**src/rtl/tcon_unloader_pkg.sv**
```systemverilog
// Shared definitions for the tcon load/hold word unloader: FSM state
// encoding, default word width and the even-parity helper used by the
// optional trailing parity beat.
package tcon_pkg;

    localparam int TCON_WIDTH = 8;

    typedef enum logic [1:0] {
        IDLE  = 2'd0,
        SHIFT = 2'd1,
        PAR   = 2'd2
    } tcon_state_e;

    // Even parity of a zero-extended word: 1 when the word has an odd number of ones.
    function automatic logic even_parity(input logic [31:0] word);
        return ^word;
    endfunction

endpackage

```
**src/rtl/tcon_unloader_if.sv**
```systemverilog
// Word-load and serial-stream bundle between the upstream word source,
// the unloader and the scan-path consumer.
interface tcon_unloader_if
    import tcon_pkg::*;
#(
    parameter int WIDTH = TCON_WIDTH
);
    logic             load_i;
    logic [WIDTH-1:0] load_data;
    logic             load_ready;
    logic [WIDTH-1:0] hold_data;
    logic             ser_valid;
    logic             ser_ready;
    logic             ser_data;
    logic             ser_last;
    logic             busy;

    modport master (
        output load_i, load_data, ser_ready,
        input  load_ready, hold_data, ser_valid, ser_data, ser_last, busy
    );

    modport slave (
        input  load_i, load_data, ser_ready,
        output load_ready, hold_data, ser_valid, ser_data, ser_last, busy
    );
endinterface

```
**src/rtl/tcon_unloader_hold_reg.sv**
```systemverilog
// WIDTH-bit load/hold flop: takes new data when load is high, otherwise
// keeps its contents. Same structure as the writer-side holding register.
module tcon_hold_reg #(
    parameter int WIDTH = 8
) (
    input  logic             clk,
    input  logic             rst_n,
    input  logic             load_i,
    input  logic [WIDTH-1:0] d_i,
    output logic [WIDTH-1:0] q_o
);
    logic [WIDTH-1:0] q_q;

    // Holding register: capture on load, otherwise hold.
    always_ff @(posedge clk or negedge rst_n) begin
        if (!rst_n) begin
            q_q <= {WIDTH{1'b0}};
        end else if (load_i) begin
            q_q <= d_i;
        end else begin
            q_q <= q_q;
        end
    end

    assign q_o = q_q;
endmodule

```
**src/rtl/tcon_unloader.sv**
```systemverilog
// tcon_unloader: captures a word from the upstream controller into a
// holding register and drains it serially over a valid/ready stream.
// A new word is accepted only in IDLE, i.e. after the previous word
// has fully drained.
// Optional build macro TCON_UNLOADER_PARITY_EN appends an even-parity
// beat (PAR state) after the last data bit; ser_last then marks it.
module tcon_unloader
    import tcon_pkg::*;
#(
    parameter int WIDTH     = TCON_WIDTH,
    parameter bit LSB_FIRST = 1'b0
) (
    input  logic               clk,
    input  logic               rst_n,
    tcon_unloader_if.slave     bus
);
    localparam int CW = $clog2(WIDTH);

    tcon_state_e      state_q, state_d;
    logic [WIDTH-1:0] shift_q, shift_d;
    logic [CW-1:0]    cnt_q, cnt_d;

    logic [WIDTH-1:0] hold_s;
    logic [WIDTH-1:0] shifted_s;
    logic             out_bit_s;
    logic             accept_s;
    logic             beat_s;
    logic             ser_valid_s;
    logic             ser_data_s;
    logic             ser_last_s;
    logic             busy_s;
    logic             load_ready_s;

    assign accept_s  = bus.load_i & load_ready_s;
    assign beat_s    = ser_valid_s & bus.ser_ready;
    assign out_bit_s = LSB_FIRST ? shift_q[0] : shift_q[WIDTH-1];
    assign shifted_s = LSB_FIRST ? {1'b0, shift_q[WIDTH-1:1]}
                                 : {shift_q[WIDTH-2:0], 1'b0};

    tcon_hold_reg #(.WIDTH(WIDTH)) u_hold (
        .clk    (clk),
        .rst_n  (rst_n),
        .load_i (accept_s),
        .d_i    (bus.load_data),
        .q_o    (hold_s)
    );

    // State, shift register and bit counter registers.
    always_ff @(posedge clk or negedge rst_n) begin
        if (!rst_n) begin
            state_q <= IDLE;
            shift_q <= {WIDTH{1'b0}};
            cnt_q   <= {CW{1'b0}};
        end else begin
            state_q <= state_d;
            shift_q <= shift_d;
            cnt_q   <= cnt_d;
        end
    end

    // Next-state logic: accept in IDLE, shift one bit per handshake.
    always_comb begin
        state_d = state_q;
        shift_d = shift_q;
        cnt_d   = cnt_q;
        case (state_q)
            IDLE: begin
                if (accept_s) begin
                    state_d = SHIFT;
                    shift_d = bus.load_data;
                    cnt_d   = CW'(WIDTH - 1);
                end else begin
                    state_d = IDLE;
                end
            end
            SHIFT: begin
                if (beat_s) begin
                    shift_d = shifted_s;
                    if (cnt_q == {CW{1'b0}}) begin
`ifdef TCON_UNLOADER_PARITY_EN
                        state_d = PAR;
`else
                        state_d = IDLE;
`endif
                    end else begin
                        cnt_d = cnt_q - CW'(1);
                    end
                end else begin
                    state_d = SHIFT;
                end
            end
`ifdef TCON_UNLOADER_PARITY_EN
            PAR: begin
                if (beat_s) begin
                    state_d = IDLE;
                end else begin
                    state_d = PAR;
                end
            end
`endif
            default: begin
                state_d = IDLE;
            end
        endcase
    end

    // Output decode from the registered state.
    always_comb begin
        ser_valid_s  = 1'b0;
        ser_data_s   = 1'b0;
        ser_last_s   = 1'b0;
        busy_s       = 1'b0;
        load_ready_s = 1'b0;
        case (state_q)
            IDLE: begin
                load_ready_s = 1'b1;
            end
            SHIFT: begin
                ser_valid_s = 1'b1;
                busy_s      = 1'b1;
                ser_data_s  = out_bit_s;
`ifdef TCON_UNLOADER_PARITY_EN
                ser_last_s  = 1'b0;
`else
                ser_last_s  = (cnt_q == {CW{1'b0}});
`endif
            end
`ifdef TCON_UNLOADER_PARITY_EN
            PAR: begin
                ser_valid_s = 1'b1;
                busy_s      = 1'b1;
                ser_data_s  = even_parity(32'(hold_s));
                ser_last_s  = 1'b1;
            end
`endif
            default: begin
                load_ready_s = 1'b0;
            end
        endcase
    end

    assign bus.load_ready = load_ready_s;
    assign bus.hold_data  = hold_s;
    assign bus.ser_valid  = ser_valid_s;
    assign bus.ser_data   = ser_data_s;
    assign bus.ser_last   = ser_last_s;
    assign bus.busy       = busy_s;
endmodule

```
**src/flat_wrapper.sv**
```systemverilog
// flat-port wrapper written by rule: the top's interface ports become plain ports
module tcon_unloader_flat import tcon_pkg::*;
#(
    parameter int WIDTH     = TCON_WIDTH,
    parameter bit LSB_FIRST = 1'b0
)
  (clk, rst_n, bus_load_i, bus_load_data, bus_ser_ready, bus_load_ready, bus_hold_data, bus_ser_valid, bus_ser_data, bus_ser_last, bus_busy);
  tcon_unloader_if #(.WIDTH(WIDTH)) bus_i ();
  input  logic clk;
  input  logic rst_n;
  input wire logic [$bits(bus_i.load_i)-1:0] bus_load_i;
  input wire logic [$bits(bus_i.load_data)-1:0] bus_load_data;
  input wire logic [$bits(bus_i.ser_ready)-1:0] bus_ser_ready;
  output wire logic [$bits(bus_i.load_ready)-1:0] bus_load_ready;
  output wire logic [$bits(bus_i.hold_data)-1:0] bus_hold_data;
  output wire logic [$bits(bus_i.ser_valid)-1:0] bus_ser_valid;
  output wire logic [$bits(bus_i.ser_data)-1:0] bus_ser_data;
  output wire logic [$bits(bus_i.ser_last)-1:0] bus_ser_last;
  output wire logic [$bits(bus_i.busy)-1:0] bus_busy;
  assign bus_i.load_i = bus_load_i;
  assign bus_i.load_data = bus_load_data;
  assign bus_i.ser_ready = bus_ser_ready;
  assign bus_load_ready = bus_i.load_ready;
  assign bus_hold_data = bus_i.hold_data;
  assign bus_ser_valid = bus_i.ser_valid;
  assign bus_ser_data = bus_i.ser_data;
  assign bus_ser_last = bus_i.ser_last;
  assign bus_busy = bus_i.busy;
  tcon_unloader #(.WIDTH(WIDTH), .LSB_FIRST(LSB_FIRST)) u_core (.clk(clk), .rst_n(rst_n), .bus(bus_i));
endmodule
```
**config.mk**
```make
export PLATFORM = sky130hd
export DESIGN_NAME = tcon_unloader_flat
export DESIGN_NICKNAME = d
export VERILOG_FILES = /design/src/rtl/tcon_unloader_pkg.sv /design/src/rtl/tcon_unloader_if.sv /design/src/rtl/tcon_unloader_hold_reg.sv /design/src/rtl/tcon_unloader.sv /design/src/flat_wrapper.sv
export SDC_FILE = /design/constraint.sdc
export NUM_CORES = 1
export LEC_CHECK = 0
export BUFFER_PORTS_ARGS = -buffer_cell sky130_fd_sc_hd__buf_2
export CORE_MARGIN = 3
export CORE_UTILIZATION = 46
export CTS_BUF_LIST = sky130_fd_sc_hd__clkbuf_16
export CTS_CLUSTER_DIAMETER = 100
export CTS_CLUSTER_SIZE = 16
export DETAILED_ROUTE_END_ITERATION = 7
export PLACE_DENSITY = 0.73
export SYNTH_ARGS = -nofsm -noshare
export SYNTH_HDL_FRONTEND = slang
export SYNTH_HIERARCHICAL = 1
export SYNTH_SLANG_ARGS = --single-unit
```
**constraint.sdc**
```tcl
create_clock -name clk -period 1.1 [get_ports clk]
set_input_delay 0.22 -clock clk [delete_from_list [all_inputs] [get_ports clk]]
set_output_delay 0.22 -clock clk [all_outputs]
set_load 0.005 [all_outputs]
```
# ---- After elaboration in Yosys (flattened, before gate mapping)
# Cells that the tools add are included.
# W data, S select, Z words.
dict set report totals {
  register_bits 21
  input_bits 12
  out_inout_bits 13
  elab_cells 32
}
dict set report classes {
  add_sub_neg 1
  eq_ne 5
  muxes 15
  bitwise_logic 2
  reduce_logical 5
}
# cell count
set ops {}
lappend ops {{$mux W8} 2}
lappend ops {{$pmux W8 S2} 1}
lappend ops {{$mux W3} 3}
lappend ops {{$pmux W3 S2} 1}
lappend ops {{$mux W1} 5}
lappend ops {{$mux W2} 2}
lappend ops {{$ne A2 B1 Y1 const B} 2}
lappend ops {{$pmux W2 S2} 1}
lappend ops {{$reduce_and A4 Y1} 1}
lappend ops {{$logic_not A3 Y1} 1}
lappend ops {{$ne A3 B3 Y1 const B} 1}
lappend ops {{$reduce_and A3 Y1} 1}
lappend ops {{$sub A3 B1 Y3 const B} 1}
lappend ops {{$and A1 B1 Y1} 2}
lappend ops {{$eq A2 B1 Y1 const B} 1}
lappend ops {{$logic_not A2 Y1} 1}
lappend ops {{$ne A2 B2 Y1 const B} 1}
lappend ops {{$reduce_bool A2 Y1} 1}

# ---- Logic depth before layout (Yosys ltp)
# Gate-level depths: netlist (run 1).
dict set report logic_depth {
  depth_word 5
  ltp_mapped 5
  ltp_nobuf 5
}

# ---- By module
# Netlist (run 1), hierarchy kept.
# module n_inst cells_per_inst area_each_um2 seq_area_each_um2
set by_module_without_submodules {}
lappend by_module_without_submodules {tcon_unloader 1 69 696.9 300.3}
lappend by_module_without_submodules {tcon_hold_reg 1 17 331.6 200.2}

# ---- Worst setup path after synthesis (run 1)
# Ideal clock, no wire load.
dict set report synth_timing {
  kind {register -> register}
  from {reg u_core.state_q[0]}
  to {reg u_core.u_hold.q_q[0] (netlist: u_core/u_hold/q_o[0])}
  setup_time_ns 0.125
  t_arrival_ns 1.098
  t_required_ns 0.975
  slack_ns -0.124
  path_stages_with_launch 4
  path_buffers 1
  period_less_slack_ns 1.224
  cell_sequence {dfrtp_1 > and2b_2 > buf_6 > mux2_4}
}
dict set report synth_via {
  elab_chain_cells 3
}
# item line_no
set synth_lines {}
lappend synth_lines {{start, declared} tcon_unloader.sv:19} ;# tcon_state_e state_q, state_d;
lappend synth_lines {{start signal, assigned} tcon_unloader.sv:55} ;# state_q <= state_d;
lappend synth_lines {{$logic_not A2 Y1} tcon_unloader.sv:114} ;# case (state_q)
lappend synth_lines {{$mux W1} tcon_unloader.sv:114}
lappend synth_lines {{$and A1 B1 Y1} tcon_unloader.sv:34} ;# assign accept_s = bus.load_i & load_ready_s;
lappend synth_lines {{net u_core.accept_s} tcon_unloader.sv:26} ;# logic accept_s;
lappend synth_lines {{end signal, assigned} tcon_unloader_hold_reg.sv:17} ;# q_q <= {WIDTH{1'b0}};
lappend synth_lines {{end signal, assigned} tcon_unloader_hold_reg.sv:19} ;# q_q <= d_i;
lappend synth_lines {{end signal, assigned} tcon_unloader_hold_reg.sv:21} ;# q_q <= q_q;
lappend synth_lines {{end, declared} tcon_unloader_hold_reg.sv:12} ;# logic [WIDTH-1:0] q_q;
# The timed path passes the listed nets, and every way through them passes these cells.
# A chain may end at the register's enable or synchronous reset.

# ---- Worst setup path after layout (run 1)
dict set report layout_timing {
  from {reg u_core.cnt_q[0]}
  to {out bus_ser_last}
}
dict set report layout_via {
  elab_chain_cells 2
}
# item line_no
set layout_lines {}
lappend layout_lines {{start, declared} tcon_unloader.sv:21} ;# logic [CW-1:0] cnt_q, cnt_d;
lappend layout_lines {{start signal, assigned} tcon_unloader.sv:53} ;# cnt_q <= {CW{1'b0}};
lappend layout_lines {{start signal, assigned} tcon_unloader.sv:57} ;# cnt_q <= cnt_d;
lappend layout_lines {{$logic_not A3 Y1} tcon_unloader.sv:125} ;# ser_last_s = (cnt_q == {CW{1'b0}});
lappend layout_lines {{$mux W1} tcon_unloader.sv:114}
lappend layout_lines {{end, declared} flat_wrapper.sv:18} ;# output wire logic [$bits(bus_i.ser_last)-1:0] bus_ser_last;
# No other way between the ends.

==> results.yml, run 1 <==
critical_path:
  critical-path-slowest-cell: "dfrtp_1"
  timing.rr.start: "u_core/cnt_q[1]"
  critical_path.endpoint_type: "primary output"
  timing.critical_path.from_type: "flip-flop"
  rr_worst_depth: 6
  worst-path-max-fanout: 2
  largest_stage_delay_on_the_critical_path_ns: 0.39
  worst-endpoint-arrival_ns: 1.16
  r2r_slack_ns: -0.23
  r2r_end: "u_core/cnt_q[1]"
  path_class: "reg2out"
  worst-endpoint-required_ns: 0.88
  crit_path_cell_trace: "inv_2, ha_4, and3_4, buf_6"
routing:
  drt_wl_total_mm: 2.591
  drc_errors: 0
  drtPass1Iterations: 4
  drt_first_iter_violations: 12
  postRouteAntennaNets: 0
  routed_via_density: 5.299
  num_vias: 816
  wire_length_per_cell_um: 16.82
global_route:
  grt.total_usage_pct: 19.69
  grt_start_max_net_pins: 21
  grt_antenna_before_repair: 0
  grt_pass1_vias: 831
  grt_first_pass_wirelength_mm: 3.939
  overflow: 0
yosys:
  netlist_top_cells_count: "dfrtp_1 (20), mux2i_1 (10), a21oi_1 (9)"
  share_of_the_yosys_chip_area_belonging_to_registers_pct: 48.66
  synth_largest_type_area_fraction_pct: 48.66
  yosys.cell_types.count: 19
  synth.top_cells.by_area: "dfrtp_1 (49%), mux2_4 (12%), mux2i_1 (9.7%), a211oi_1 (5.1%), a21oi_1 (4.4%)"
  post_synthesis_cells: 86
  synth_async_sr_flop_share_pct: 100.0
  postSynthAreaPerCell_sq_um: 11.96
  ys_dominant_reg_cell: "dfrtp_1"
  number_of_nets_in_the_synthesized_netlist: 100
  synth_edf_count: 0
  synth_warnings: 6
  synth_most_common_cell: "dfrtp_1"
  synth-seq-cells: 20
  post_synth_design_cell_area_sq_um: 1028
  synth_largest_area_cell: "dfrtp_1"
power_and_ir_drop:
  finalPower_w: 0.004519
  p_leak_nw: 0.7455
  vdd.ir_drop.worst_uv: 2094
  pwr_density_nw_per_um2: 2857
floorplan:
  starting_density_pct: 50.37
  std_cell_rows: 16
  fp.dieW_um: 53.29
  design.die.area_sq_um: 2839
  fp.coreArea_sq_um: 2042
  die_h_um: 53.29
  io_pins: 25
cells_and_area:
  antenna-diode-count: 0
  fillCellCount: 143
  post_layout_nets: 142
  final_core_utilization_pct: 77.45
  post_route_cells_drive_above_1_share_pct: 57.48
  area_growth_pct: 53.77
clocking:
  cts_max_level: 1
  cts-buffers-inserted: 3
  cts.sinks: 20
  clk_pin_slew_worst_paths_ns: 0.06
  tritoncts: "built"
  cts_root_buffer: "clkbuf_16"
  clock_tree.buffer_depth: 2
  clock_latency_ns: 0.25
timing:
  tns_ns: -2.875
  rsz0062_at_grt: "yes"
  timing_max_transition_violations_final: 0
  final-setup-viol-count: 16
  timing_hold_violations_final: 0
  final_min_period_over_clock_period_pct: 125.0
  finalWorstPathRequiredPeriod_ns: 1.375
  worstMarginPinSlew_ns: 0.4566
  fmax_mhz: 727.2
  finalWorstSetupSlack_ns: -0.2751
  skew_ns: 0.001643
  max_slew_margin_pct: 69.56
min_path:
  startpoint_of_the_worst_hold_path: "bus_load_data[7]"
  hold_class: "in2reg"
  hold_path_end: "u_core/u_hold/q_o[7]"
  holdPathStages: 2
status:
  run_status: "finished with violations"
  violated_checks: "negative setup slack"
job:
  drv.max_cap_violation_count: 0
placed_design:
  dp.final_hpwl_mm: 1.347
  port_buffers: 24
  finalWeightedCongestion: 0.7198
sequential cells by signal, indices dropped and copies added, names as in the netlist:
register / flops
u_core/cnt_q: 3
u_core/shift_q: 8
u_core/u_hold/q_o: 8
u_core/state_q: 1
report_power, final:
group	switching, W	leakage (nW)	internal (W)	total (W)
Sequential	0.000255	0.239	0.00109	0.00134
Clock	0.000271	0.0511	0.000722	0.000993
Combinational	0.000872	0.455	0.00131	0.00218
what timing repair did:
action / 4_1_cts / 5_1_grt
gates resized for setup: 24 / 18
pin swaps: 5 / 4
endpoints found under the setup margin: 16 / 22
setup buffers: 5 / 6
hold buffers: 1 / 0
endpoints found under the hold margin: 20 / 0
gates cloned: 2 / 0
critical path, delay by kind of cell (launching register included):
family	cells	cell delay, ns
flip-flops	1	0.39
AND/OR/NAND/NOR	1	0.18
adder cells (fa/ha/maj)	1	0.14
buffers and inverters	2	0.19
routing by layer:
metal	track usage (%)	vias to the layer above	routed length (um)
met5	0	-	0
met4	7.660	0	19
met3	4.789	2	112
met2	32.86	26	1364
met1	24.08	406	1095
li1	-	382	-
logic make-up (layout without fill, tap and decap cells):
logic type,Yosys count,in the layout,synth area share (%)
buf+inv,10,51,6.569
simple gates,17,17,9.247
fa+ha+maj,2,2,2.433
mux,18,18,21.41
flops,20,20,48.66
compound gates,19,19,11.68
how the worst max path moves through the flow:
stage	from	end	slack (ns)	cells after the start
finish	u_core/cnt_q[0]	bus_ser_last	-0.28	4
global route	u_core/cnt_q[0]	bus_ser_last	-0.30	4
CTS	u_core/cnt_q[1]	bus_ser_last	-0.26	4
detailed placement	u_core/cnt_q[0]	bus_ser_last	-0.1	4
global placement	u_core/state_q[0]	u_core/u_hold/q_o[2]	-0.05	3
floorplan	u_core/state_q[0]	u_core/u_hold/q_o[0]	-0.12	3
layout by cell type (no fill, tap or decap), types with 2 or more instances in the layout:
cell type	instances
a211oi_1	2
a21oi_1	6
nor2_1	4
buf_6	13
clkbuf_16	4
a21oi_2	2
mux2i_1	10
ha_4	2
a211oi_4	2
buf_4	8
inv_2	2
buf_2	19
a211oi_2	3
dfrtp_1	20
nor2b_1	7
mux2_4	8
metrics by stage:
stage | hold slack [ns] | cell area, sq um | setup slack (ns) | cells
after floorplan | -0.07559 | 1032 | -0.1236 | 86
after global placement | 0.1955 | 1206 | -0.04727 | 139
after detailed placement | 0.1953 | 1206 | -0.09840 | 139
after CTS | 0.2127 | 1523 | -0.2553 | 151
after global routing | 0.2210 | 1582 | -0.2975 | 154
final | 0.2171 | 1582 | -0.2751 | 154
cell type report:
cell class,instances,area [sq um],share of cell area [%]
multi-input cells,56,573.1,36.23
well taps,27,33.78,2.136
repair buffers,43,351.6,22.23
clock buffers,3,75.07,4.747
flip-flops and latches,20,500.5,31.65
clock inverters,1,30.03,1.899
inverters,4,17.52,1.108
Note: power is estimated with default switching activity, not from simulation.
==> run 2, diff against run 1 <==
--- a/config.mk
+++ b/config.mk
@@ -12,7 +12,9 @@
 export CTS_CLUSTER_DIAMETER = 100
 export CTS_CLUSTER_SIZE = 16
 export DETAILED_ROUTE_END_ITERATION = 7
+export GPL_TIMING_DRIVEN = 0
 export PLACE_DENSITY = 0.73
+export SKIP_LAST_GASP = 1
 export SYNTH_ARGS = -nofsm -noshare
 export SYNTH_HDL_FRONTEND = slang
 export SYNTH_HIERARCHICAL = 1
==> run 2 against run 1 <==
- the flow still finishes with violations (negative setup slack)
- final cell count is 0.65% higher
- global-route usage is 1.0 points lower
- clock skew is 0.0019 ns higher
- total power is 5.3% lower
- fmax hardly changed
- count of clock-buffer cells in the layout stayed put
- core utilization is 0.86 points lower
==> results.yml, run 2 (synthesis results as in run 1) <==
power_and_ir_drop:
  p_leak_nw: 0.7458
  share_clk_of_total_power_pct: 17.5
  power.switching_w: 0.001378
  power.combinational.fraction_pct: 51.2
  p_sw_share_pct: 32.18
  register_share_of_total_power_pct: 31.3
  pwr_density_nw_per_um2: 2737
  internal-power_w: 0.002903
  vdd.ir_drop.worst_uv: 1555
clocking:
  tritoncts: "built"
  clock_tree.buffer_depth: 2
  cts.sinks: 20
  cts-buffers-inserted: 3
  cts_max_level: 1
  clk_pin_slew_worst_paths_ns: 0.06
  cts_root_buffer: "clkbuf_16"
  clock_latency_ns: 0.25
cells_and_area:
  post_route_cells_drive_above_1_share_pct: 58.59
  layout.cells.most_common: "dfrtp_1"
  fillCellCount: 120
  antenna-diode-count: 0
  area_growth_pct: 52.07
  mostFrequentLayoutCells: "dfrtp_1 (20), buf_2 (19), buf_6 (13)"
  post_layout_nets: 143
  final-instance-count-excl-fill: 155
  post_route_cell_area_sq_um: 1564
floorplan:
  starting_density_pct: 50.37
  die_h_um: 53.29
  std_cell_rows: 16
  design.die.area_sq_um: 2839
  fp.coreArea_sq_um: 2042
  fp.dieW_um: 53.29
  io_pins: 25
placed_design:
  place_area_sq_um: 1186
  dp.final_hpwl_mm: 1.428
  port_buffers: 24
  numPlacedInstances: 137
  finalWeightedCongestion: 0.7557
timing:
  final-setup-viol-count: 19
  finalWorstSetupSlack_ns: -0.2751
  skew_ns: 0.003513
  timing.hold.ws_ns: 0.2167
  max_slew_margin_pct: 70.47
  rsz0062_at_grt: "yes"
  final_min_period_over_clock_period_pct: 125.0
  timing_max_transition_violations_final: 0
  fmax_mhz: 727.2
  timing_hold_violations_final: 0
  finalWorstPathRequiredPeriod_ns: 1.375
  worstMarginPinSlew_ns: 0.4429
critical_path:
  worst-endpoint-arrival_ns: 1.16
  critical_path.endpoint_type: "primary output"
  worst-path-max-fanout: 2
  worst-endpoint-required_ns: 0.88
  path_class: "reg2out"
  timing.critical_path.from_type: "flip-flop"
global_route:
  grt_start_max_net_pins: 21
  grt_first_pass_wirelength_mm: 3.712
  grt_antenna_before_repair: 0
  overflow: 0
  grt.total_usage_pct: 18.65
  grt_pass1_vias: 802
min_path:
  hold_class: "in2reg"
routing:
  postRouteAntennaNets: 0
  wire_length_per_cell_um: 17.10
  routed_via_density: 5.245
  num_vias: 813
  drc_errors: 0
  drt_first_iter_violations: 2
  drt_wl_total_mm: 2.651
  drtPass1Iterations: 2
status:
  run_status: "finished with violations"
  violated_checks: "negative setup slack"
job:
  drv.max_cap_violation_count: 0
## run 2: changes by cell type in the layout (fill, tap and decap cells not counted), sizes merged
cell	change
buf	+1
bufinv	-1
clkinv	+1
## run 2: worst paths after layout
kind                            depth (start not counted)                  from  slack, ns                   end
worst max-delay path                                    4       u_core/cnt_q[0]      -0.28          bus_ser_last
worst min-delay path                                    2      bus_load_data[0]       0.22  u_core/u_hold/q_o[0]
worst max register to register                          4     u_core/state_q[0]      -0.28  u_core/u_hold/q_o[5]
worst min register to register                          1  u_core/u_hold/q_o[6]       0.50  u_core/u_hold/q_o[6]
max in group asynchronous                               2                 rst_n       0.34     u_core/shift_q[5]
min in group asynchronous                               2                 rst_n       0.45  u_core/u_hold/q_o[2]
## run 2: cell type report
type	instances	area [sq um]	share of cell area [%]
Buffer	5	52.55	3.360
Clock buffer	3	75.07	4.800
Clock inverter	1	3.754	0.2400
Inverter	4	17.52	1.120
Multi-Input combinational cell	56	566.8	36.24
Sequential cell	20	500.5	32.00
Tap cell	27	33.78	2.160
Timing Repair Buffer	39	314.1	20.08
## run 2: power by group through the flow
stage	sequential, W	combinational [W]	clock, W
after detailed placement	0.00133	0.00132	0
after CTS	0.00133	0.00173	0.000763
after global placement	0.00130	0.00128	0
after global routing	0.00138	0.00237	0.000787
after floorplan	0.00130	0.000909	0
final	0.00134	0.00219	0.000749
## run 2: critical path: stages, from the launching register on
cell,delay [ns]
dfrtp_1,0.40
inv_2,0.08
ha_4,0.14
and3_4,0.19
buf_6,0.09
## run 2: stage by stage
| step | TNS [ns] | power (W) | worst slack (ns) | utilization [%] |
|---|---|---|---|---|
| global placement | -1.740 | 0.002585 | -0.1853 | 58.09 |
| CTS | -2.990 | 0.003819 | -0.2623 | 69.06 |
| detailed placement | -2.189 | 0.002643 | -0.2167 | 58.09 |
| finish | -3.437 | 0.004280 | -0.2751 | 76.59 |
| floorplan | -0.9914 | 0.002207 | -0.1236 | - |
| global route | -4.287 | 0.004538 | -0.3278 | 76.59 |
## run 2: routing by layer
| layer | wire, um | global-route usage (%) | vias to the layer above |
|---|---|---|---|
| met5 | 0 | 0 | - |
| li1 | - | - | 384 |
| met1 | 1065 | 21.16 | 408 |
| met4 | 21 | 6.809 | 0 |
| met2 | 1468 | 33.27 | 18 |
| met3 | 95 | 4.507 | 3 |
## run 2: what timing repair did
action / 4_1_cts / 5_1_grt
setup endpoints to repair: 15 / 24
cloned: 0 / 1
hold endpoints to repair: 20 / 0
setup buffers: 7 / 7
resized for setup: 19 / 20
hold buffers: 1 / 0
pin swaps: 5 / 4
